`src/rtl/risc_core_mc_if.sv`:
```
// Instruction/result bundle between an instruction source and risc_core_mc.
interface risc_core_mc_if #(
  parameter int DATA_W = 32
);
  logic              instr_valid;
  logic              instr_ready;
  logic [15:0]       instr;
  logic              result_valid;
  logic [DATA_W-1:0] result;
  logic [3:0]        result_rd;
  logic              illegal;
  logic              busy;

  // An instruction transfers on a rising edge with instr_valid && instr_ready; the source holds
  // instr stable until then. result_valid is a one-cycle strobe with no back-pressure.
  modport master (
    output instr_valid, instr,
    input  instr_ready, result_valid, result, result_rd, illegal, busy
  );
  modport slave (
    input  instr_valid, instr,
    output instr_ready, result_valid, result, result_rd, illegal, busy
  );
endinterface

```
`src/rtl/risc_core_mc.sv`:
```
// Multi-cycle 16-bit-instruction RISC core: IDLE -> EXEC -> (MUL) -> WB.
// Define RISC_MUL_EN to build the iterative shift-add multiplier for opcode 8.
module risc_core_mc #(
  parameter int DATA_W   = 32,
  parameter int NUM_REGS = 16
) (
  input  logic                 clk,
  input  logic                 rst,
  risc_core_mc_if.slave        bus,
  output logic [1:0]           o_dbg_state
);

  typedef enum logic [1:0] {
    S_IDLE = 2'd0,
    S_EXEC = 2'd1,
    S_MUL  = 2'd2,
    S_WB   = 2'd3
  } state_t;

  localparam int         SH_W  = $clog2(DATA_W);
  localparam logic [4:0] NREGS = 5'(NUM_REGS);

  state_t            r_state;
  state_t            w_next;
  logic [15:0]       r_instr;
  logic [DATA_W-1:0] r_regs [16];
  logic [DATA_W-1:0] r_result;

  logic [3:0]        w_op;
  logic [3:0]        w_rs1;
  logic [3:0]        w_rs2;
  logic [3:0]        w_rd;
  logic [DATA_W-1:0] w_a;
  logic [DATA_W-1:0] w_b;
  logic [DATA_W-1:0] w_alu;
  logic              w_illegal;
  logic              w_is_mul;
  logic              w_wr_en;

  assign w_op  = r_instr[15:12];
  assign w_rs1 = r_instr[11:8];
  assign w_rs2 = r_instr[7:4];
  assign w_rd  = r_instr[3:0];

  // r0 and addresses beyond the configured register count read as zero.
  always_comb begin
    w_a = '0;
    w_b = '0;
    if (w_rs1 != 4'd0 && {1'b0, w_rs1} < NREGS) w_a = r_regs[w_rs1];
    if (w_rs2 != 4'd0 && {1'b0, w_rs2} < NREGS) w_b = r_regs[w_rs2];
  end

  always_comb begin
    w_alu     = '0;
    w_illegal = 1'b0;
    case (w_op)
      4'h0: w_alu = w_a + w_b;
      4'h1: w_alu = w_a - w_b;
      4'h2: w_alu = w_a & w_b;
      4'h3: w_alu = w_a | w_b;
      4'h4: w_alu = w_a ^ w_b;
      4'h5: w_alu = w_a << w_b[SH_W-1:0];
      4'h6: w_alu = w_a >> w_b[SH_W-1:0];
      4'h7: w_alu = ($signed(w_a) < $signed(w_b)) ? DATA_W'(1) : '0;
      4'h8: begin
`ifndef RISC_MUL_EN
        w_illegal = 1'b1;
`endif
      end
      4'h9: w_alu = DATA_W'(r_instr[11:4]);
      4'hF: w_alu = '0;
      default: w_illegal = 1'b1;
    endcase
  end

`ifdef RISC_MUL_EN
  assign w_is_mul = (w_op == 4'h8);
`else
  assign w_is_mul = 1'b0;
`endif

  assign w_wr_en = !w_illegal && (w_op != 4'hF) && (w_rd != 4'd0) && ({1'b0, w_rd} < NREGS);

`ifdef RISC_MUL_EN
  localparam int               CNT_W    = (SH_W < 1) ? 1 : SH_W;
  localparam logic [CNT_W-1:0] CNT_LAST = CNT_W'(DATA_W - 1);

  logic [CNT_W-1:0]  r_cnt;
  logic [DATA_W-1:0] r_mcand;
  logic [DATA_W-1:0] r_mplier;
  logic [DATA_W-1:0] r_acc;
  logic [DATA_W-1:0] w_acc_next;

  assign w_acc_next = r_mplier[0] ? (r_acc + r_mcand) : r_acc;

  // One multiplier bit per cycle; after DATA_W steps r_acc holds the low product bits.
  always_ff @(posedge clk or posedge rst) begin
    if (rst) begin
      r_cnt    <= '0;
      r_mcand  <= '0;
      r_mplier <= '0;
      r_acc    <= '0;
    end else if (r_state == S_EXEC) begin
      r_cnt    <= '0;
      r_mcand  <= w_a;
      r_mplier <= w_b;
      r_acc    <= '0;
    end else if (r_state == S_MUL) begin
      r_cnt    <= r_cnt + 1'b1;
      r_mcand  <= r_mcand << 1;
      r_mplier <= r_mplier >> 1;
      r_acc    <= w_acc_next;
    end
  end
`endif

  always_ff @(posedge clk or posedge rst) begin
    if (rst) r_state <= S_IDLE;
    else     r_state <= w_next;
  end

  always_comb begin
    w_next = r_state;
    case (r_state)
      S_IDLE: if (bus.instr_valid) w_next = S_EXEC;
      S_EXEC: w_next = w_is_mul ? S_MUL : S_WB;
`ifdef RISC_MUL_EN
      S_MUL:  if (r_cnt == CNT_LAST) w_next = S_WB;
`endif
      S_WB:   w_next = S_IDLE;
      default: w_next = S_IDLE;
    endcase
  end

  always_ff @(posedge clk or posedge rst) begin
    if (rst) begin
      r_instr  <= '0;
      r_result <= '0;
    end else begin
      if (r_state == S_IDLE && bus.instr_valid) r_instr <= bus.instr;
      if (r_state == S_EXEC) r_result <= w_alu;
`ifdef RISC_MUL_EN
      if (r_state == S_MUL && r_cnt == CNT_LAST) r_result <= w_acc_next;
`endif
    end
  end

  always_ff @(posedge clk or posedge rst) begin
    if (rst) begin
      for (int i = 0; i < 16; i++) r_regs[i] <= '0;
    end else if (r_state == S_WB && w_wr_en) begin
      r_regs[w_rd] <= r_result;
    end
  end

  always_comb begin
    bus.instr_ready  = (r_state == S_IDLE);
    bus.busy         = (r_state != S_IDLE);
    bus.result_valid = (r_state == S_WB);
    bus.result       = '0;
    bus.result_rd    = '0;
    bus.illegal      = 1'b0;
    if (r_state == S_WB) begin
      bus.result    = r_result;
      bus.result_rd = w_rd;
      bus.illegal   = w_illegal;
    end
    o_dbg_state = r_state;
  end

endmodule

```
`src/flat_wrapper.sv`:
```
// flat-port wrapper written by rule: the top's interface ports become plain ports
module risc_core_mc_flat 
#(
  parameter int DATA_W   = 32,
  parameter int NUM_REGS = 16
)
  (clk, rst, o_dbg_state, bus_instr_valid, bus_instr, bus_instr_ready, bus_result_valid, bus_result, bus_result_rd, bus_illegal, bus_busy);
  risc_core_mc_if #(.DATA_W(DATA_W)) bus_i ();
  input  logic clk;
  input  logic rst;
  output logic [1:0] o_dbg_state;
  input wire logic [$bits(bus_i.instr_valid)-1:0] bus_instr_valid;
  input wire logic [$bits(bus_i.instr)-1:0] bus_instr;
  output wire logic [$bits(bus_i.instr_ready)-1:0] bus_instr_ready;
  output wire logic [$bits(bus_i.result_valid)-1:0] bus_result_valid;
  output wire logic [$bits(bus_i.result)-1:0] bus_result;
  output wire logic [$bits(bus_i.result_rd)-1:0] bus_result_rd;
  output wire logic [$bits(bus_i.illegal)-1:0] bus_illegal;
  output wire logic [$bits(bus_i.busy)-1:0] bus_busy;
  assign bus_i.instr_valid = bus_instr_valid;
  assign bus_i.instr = bus_instr;
  assign bus_instr_ready = bus_i.instr_ready;
  assign bus_result_valid = bus_i.result_valid;
  assign bus_result = bus_i.result;
  assign bus_result_rd = bus_i.result_rd;
  assign bus_illegal = bus_i.illegal;
  assign bus_busy = bus_i.busy;
  risc_core_mc #(.DATA_W(DATA_W), .NUM_REGS(NUM_REGS)) u_core (.clk(clk), .rst(rst), .bus(bus_i), .o_dbg_state(o_dbg_state));
endmodule
```
`config.mk`:
```
export PLATFORM = sky130hd
export DESIGN_NAME = risc_core_mc_flat
export DESIGN_NICKNAME = d
export VERILOG_FILES = /design/src/rtl/risc_core_mc_if.sv /design/src/rtl/risc_core_mc.sv /design/src/flat_wrapper.sv
export SDC_FILE = /design/constraint.sdc
export NUM_CORES = 2
export LEC_CHECK = 0
export ABC_CLOCK_PERIOD_IN_PS = 45200
export BUFFER_PORTS_ARGS = -buffer_cell sky130_fd_sc_hd__buf_2
export CORE_MARGIN = 2
export CORE_UTILIZATION = 30
export DETAILED_ROUTE_END_ITERATION = 10
export SLEW_MARGIN = 10
export SYNTH_ARGS = -nofsm -noshare
export SYNTH_HDL_FRONTEND = slang
export SYNTH_SLANG_ARGS = --single-unit
```
`constraint.sdc`:
```
create_clock -name clk -period 45.2 [get_ports clk]
set_input_delay 6.78 -clock clk [delete_from_list [all_inputs] [get_ports clk]]
set_output_delay 6.78 -clock clk [all_outputs]
set_load 0.02 [all_outputs]
```
-- Word-level counts from Yosys, hierarchy flattened
Index checks and enable logic that the tools add are counted.
Widths: inputs -> output; s select.
- register bits after elaboration: 562
- bits in read-only memories: 0
- memories: 0
- input bits: 19
- bits in writable memories: 0
- bits in latches: 0
- divide/modulo/power cells: 0
- $mul: 0
- magnitude comparators: 5
- add/sub/neg operators: 2
- bitwise logic cells: 6
- muxes and demuxes: 19
- reductions and logical operators: 12
- shift operators: 2
- eq/ne operators: 13
- operator list (kind ; number):
    $bwmux 512 ; 1
    $pmux 32 s9 ; 1
    $bmux 32 s4 ; 2
    $mux 32 ; 8
    $demux 32 s4 ; 1
    $add 32x32->32 ; 1
    $and 32x32->32 ; 1
    $lt 32x32->1 ; 1
    $or 32x32->32 ; 1
    $shl 32x5->32 ; 1
    $shr 32x5->32 ; 1
    $sub 32x32->32 ; 1
    $xor 32x32->32 ; 1
    $eq 4x3->1 const B ; 4
    $ge 5x5->1 const B ; 3
    $not 4->5 ; 3
    $reduce_bool 4->1 ; 3
    $reduce_or 10->1 ; 1
    $eq 4x2->1 const B ; 2
    $eq 4x4->1 const B ; 2
    $logic_and 1x1->1 ; 5
    $lt 5x1->1 const B ; 1
    $eq 4x1->1 const B ; 1
    $logic_not 4->1 ; 1
    10 further kinds ; 12

-- Longest topological paths before layout
- depth after elaboration: 8
- gate-level depth with buffers: 23
- mapped depth without buffers: 17

-- Worst setup path after synthesis
OpenSTA, ideal clock, no wires.
- path kind: register to output
- from: reg u_core.r_state[0], in the netlist u_core.o_dbg_state[0]
- to: out bus_result[31]
- required time: 38.420 ns
- arrival: 1.227 ns
- cell stages (with the launch flop): 4
- setup slack: 37.193 ns
- path buffers: 2
- path through: dfrtp_1 > clkbuf_1 > clkbuf_1 > and3_1
- longest elaborated chain between the ends: 2
- ends and longest elaborated chain (item ; RTL line ; text):
    from (decl) ; risc_core_mc.sv:23 ; state_t r_state;
    from (signal assigned) ; risc_core_mc.sv:119 ; else r_state <= w_next;
    $eq 2x2->1 ; risc_core_mc.sv:163 ; if (r_state == S_WB) begin
    $mux 32 ; risc_core_mc.sv:163 ;
    to (decl) ; flat_wrapper.sv:16 ; output wire logic [$bits(bus_i.result)-1:0] bus_result;
No other way between the ends.

-- Worst setup path after layout
- from: reg u_core.r_state[1], in the netlist u_core.o_dbg_state[1]
- to: out bus_illegal
- longest elaborated chain between the ends: 2
- ends and longest elaborated chain (item ; RTL line ; text):
    $eq 2x2->1 ; risc_core_mc.sv:163 ;
    $mux 1 ; risc_core_mc.sv:163 ;
    to (decl) ; flat_wrapper.sv:18 ; output wire logic [$bits(bus_i.illegal)-1:0] bus_illegal;
No other way between the ends.

==> summary.txt <==
status - finished clean
antenna violations before repair - 4
complex-gate fraction of the synthesized area - 12.4%
#FFs+latches synth - 562
Slew HR - 12.8%
CP Max Fanout - 41
Synth Area in Adders - 3.59%
Resized cells post-CTS - 0
die area - 129,000 um^2
flop2flop setup slack - 37.61 ns
met2 Use GR - 33.2%
Inserted Clock Buffers - 57
post-synthesis xor/xnor area fraction - 0.441%
later-pin clock latency in the skew report - 0.67 ns
syn nets - 3,612
top cell type's share of synthesized area - 37.3%
final setup violating endpoints - 0
EDFF count, synth - 0
simple-gate area share of the yosys netlist - 9.67%
Post-synth top cells - 562 x dfrtp_1, 516 x mux2_2, 287 x nand2_1, 216 x clkbuf_1, 208 x nor2_1
top cells by area, synth - dfrtp_1 37%, mux2_2 15%, mux4_2 12%, mux2i_1 4.7%, ha_1 3.5%
Die H - 359 um
CTS Root Cell - clkbuf_16
TritonCTS Sinks - 562
sequential area share after synthesis - 37.3%
std cell rows - 130
GPL Wtd Cong - 1.02
Hold Path Class - reg -> reg
fmax - 104 MHz
largest net degree at the start of global routing - 131
unrepaired setup endpoints after global routing - no
busiest grt layer - met2
Antenna Nets Post-Route - 0
Top-Level Pins - 61
cell taking the most area after synthesis - dfrtp_1
met1 Usage GRT - 28.3%
Detailed Place HPWL - 88,300 um
Setup WS pre-CTS - 36.00 ns
Hold-fix buffers, CTS - 0
largest family of logic cells by synthesized area - multiplexers
Layout Nets - 3,498
Tcrit/Tclk final - 21.3%
layout cell share with drive strength beyond 1 - 31.0%
Initial Utilization - 30.1%
Mapped Avg Cell Area - 10.8 um^2
register area - 14,100 um^2
multi-input logic area - 22,000 um^2
Max-Cap Viols - 0
measured slew at the worst slew-check pin - 1.31 ns
required time of the worst setup path - 38.42 ns
vias per cell - 5.94
filler cell count - 12,600
die width - 359 um
vias in the first global route - 29,600
Final Hold Vio Count - 0
Vias - 30,100
CP endpoint kind - output pin
CTS tree - yes
critical path type - reg -> out
min Tclk post-route - 9.61 ns
met3 Use GR - 3.83%
H-Tree Depth - 2
final slew viol count - 0
first-pass GRT wire length - 202,000 um
yosys warns - 0
area delta synth->final - 10.1%
Syn Std Cell Area - 37,700 um^2
drt first pass iters - 7
crit path DAT - 2.83 ns
Core Area - 125,000 um^2
routed wire length - 136,000 um
IO Port Bufs - 60
GRT overflow - 0
Mapped Cells - 3,486
# DRC - 0
skew final - 0.0441 ns
GRT Total Usage - 20.9%
clock tree buffer depth - 3
WL per Instance - 26.9 um
most common cell in the netlist - dfrtp_1
Setup TNS - 0 ns
Post-synth top flop - dfrtp_1
Cell variety after synth - 82
worst setup margin - 35.59 ns
Worst setup SP type - flip-flop
post-CTS setup buffer count - 0
mux cell area share after synthesis - 32.0%
clock-pin slew on the worst setup and hold paths - 0.06 ns
fraction of registers with async set or reset after synthesis - 100%
initial drt markers - 3,386
placed cells by master, fill, tap and decap left out, types with 12 or more instances in the layout:
master / Yosys / final
a211oi_1: 38 / 38
a21o_1: 17 / 17
a21oi_1: 129 / 129
a221o_1: 14 / 14
a221oi_1: 51 / 51
a22oi_1: 45 / 45
a31oi_1: 38 / 38
and2_1: 14 / 12
and3_1: 40 / 40
buf_2: 43 / 60
buf_4: 19 / 89
clkbuf_16: 0 / 57
clkbuf_8: 0 / 21
dfrtp_1: 562 / 554
ha_1: 105 / 105
inv_1: 92 / 90
mux2_2: 516 / 516
mux2i_1: 178 / 178
mux4_2: 198 / 198
nand2_1: 287 / 287
nand2b_1: 21 / 21
nand3_1: 76 / 76
nand4_1: 14 / 14
nor2_1: 208 / 198
nor2b_1: 14 / 13
nor3_1: 47 / 42
o211ai_1: 28 / 28
o21ai_0: 153 / 153
o221ai_1: 18 / 18
o22ai_1: 36 / 36
or2_2: 36 / 35
or3_1: 13 / 12
xnor2_1: 16 / 16
per-layer routing:
layer	wire length [um]	part of all wire [%]	vias up
met3	11300	8.3	268
met5	0	0	-
met4	5100	3.7	0
li1	-	-	12800
met1	56800	42	15600
met2	63200	46	1455
sequential cells by signal, indices dropped and copies added, names as in the netlist:
name	flops
u_core.o_dbg_state	2
u_core.r_instr	16
u_core.r_regs	512
u_core.r_result	32
critical path, stage by stage (launching register included):
cell,delay (ns)
dfrtp_2,1.05
and2_1,0.53
nand2_1,0.09
nor2_1,0.28
buf_2,0.24
cells by family (layout without fill, tap and decap cells):
logic type	count (synthesis)	count (layout)
buf+inv	422	357
mux	892	892
xor+xnor	19	19
simple gates	799	799
flops	562	562
compound gates	685	685
other cells	0	2
fa+ha+maj	107	107
area by class of cell:
class | count | share of cell area, %
multi-input cells | 2502 | 53.1
flip-flops and latches | 562 | 33.9
well taps | 1650 | 4.97
clock buffers | 86 | 4.20
repair buffers | 151 | 2.43
inverters | 98 | 0.904
clock inverters | 22 | 0.503
diodes | 2 | 0.0121
worst paths after layout:
path	startpoint	to	cells past startpoint
worst max-delay path	u_core.o_dbg_state[1]$_DFFE_PP0P_	bus_illegal	4
worst min-delay path	u_core.r_regs[484]$_DFFE_PP0P_	u_core.r_regs[484]$_DFFE_PP0P_	0
worst max register to register	u_core.r_instr[4]$_DFFE_PP0P_	u_core.r_result[20]$_DFFE_PP0P_	16
worst min register to register	u_core.r_regs[484]$_DFFE_PP0P_	u_core.r_regs[484]$_DFFE_PP0P_	0
max in group asynchronous	rst	u_core.r_instr[9]$_DFFE_PP0P_	4
min in group asynchronous	rst	u_core.r_regs[309]$_DFFE_PP0P_	2
per-stage QoR:
stage | util [%] | hold slack [ns] | instance area (um^2) | cells
2_1_floorplan | - | 0.425 | 37700 | 3486
3_3_place_gp | 31.6 | 0.362 | 39600 | 4963
3_5_place_dp | 31.6 | 0.363 | 39600 | 4963
4_1_cts | 33.1 | 0.378 | 41500 | 5071
5_1_grt | 33.1 | 0.386 | 41500 | 5071
6_report | 33.2 | 0.375 | 41500 | 5073
Power is not shown: default switching activity piles up to over one toggle a cycle in this logic, so the estimate is an artifact.
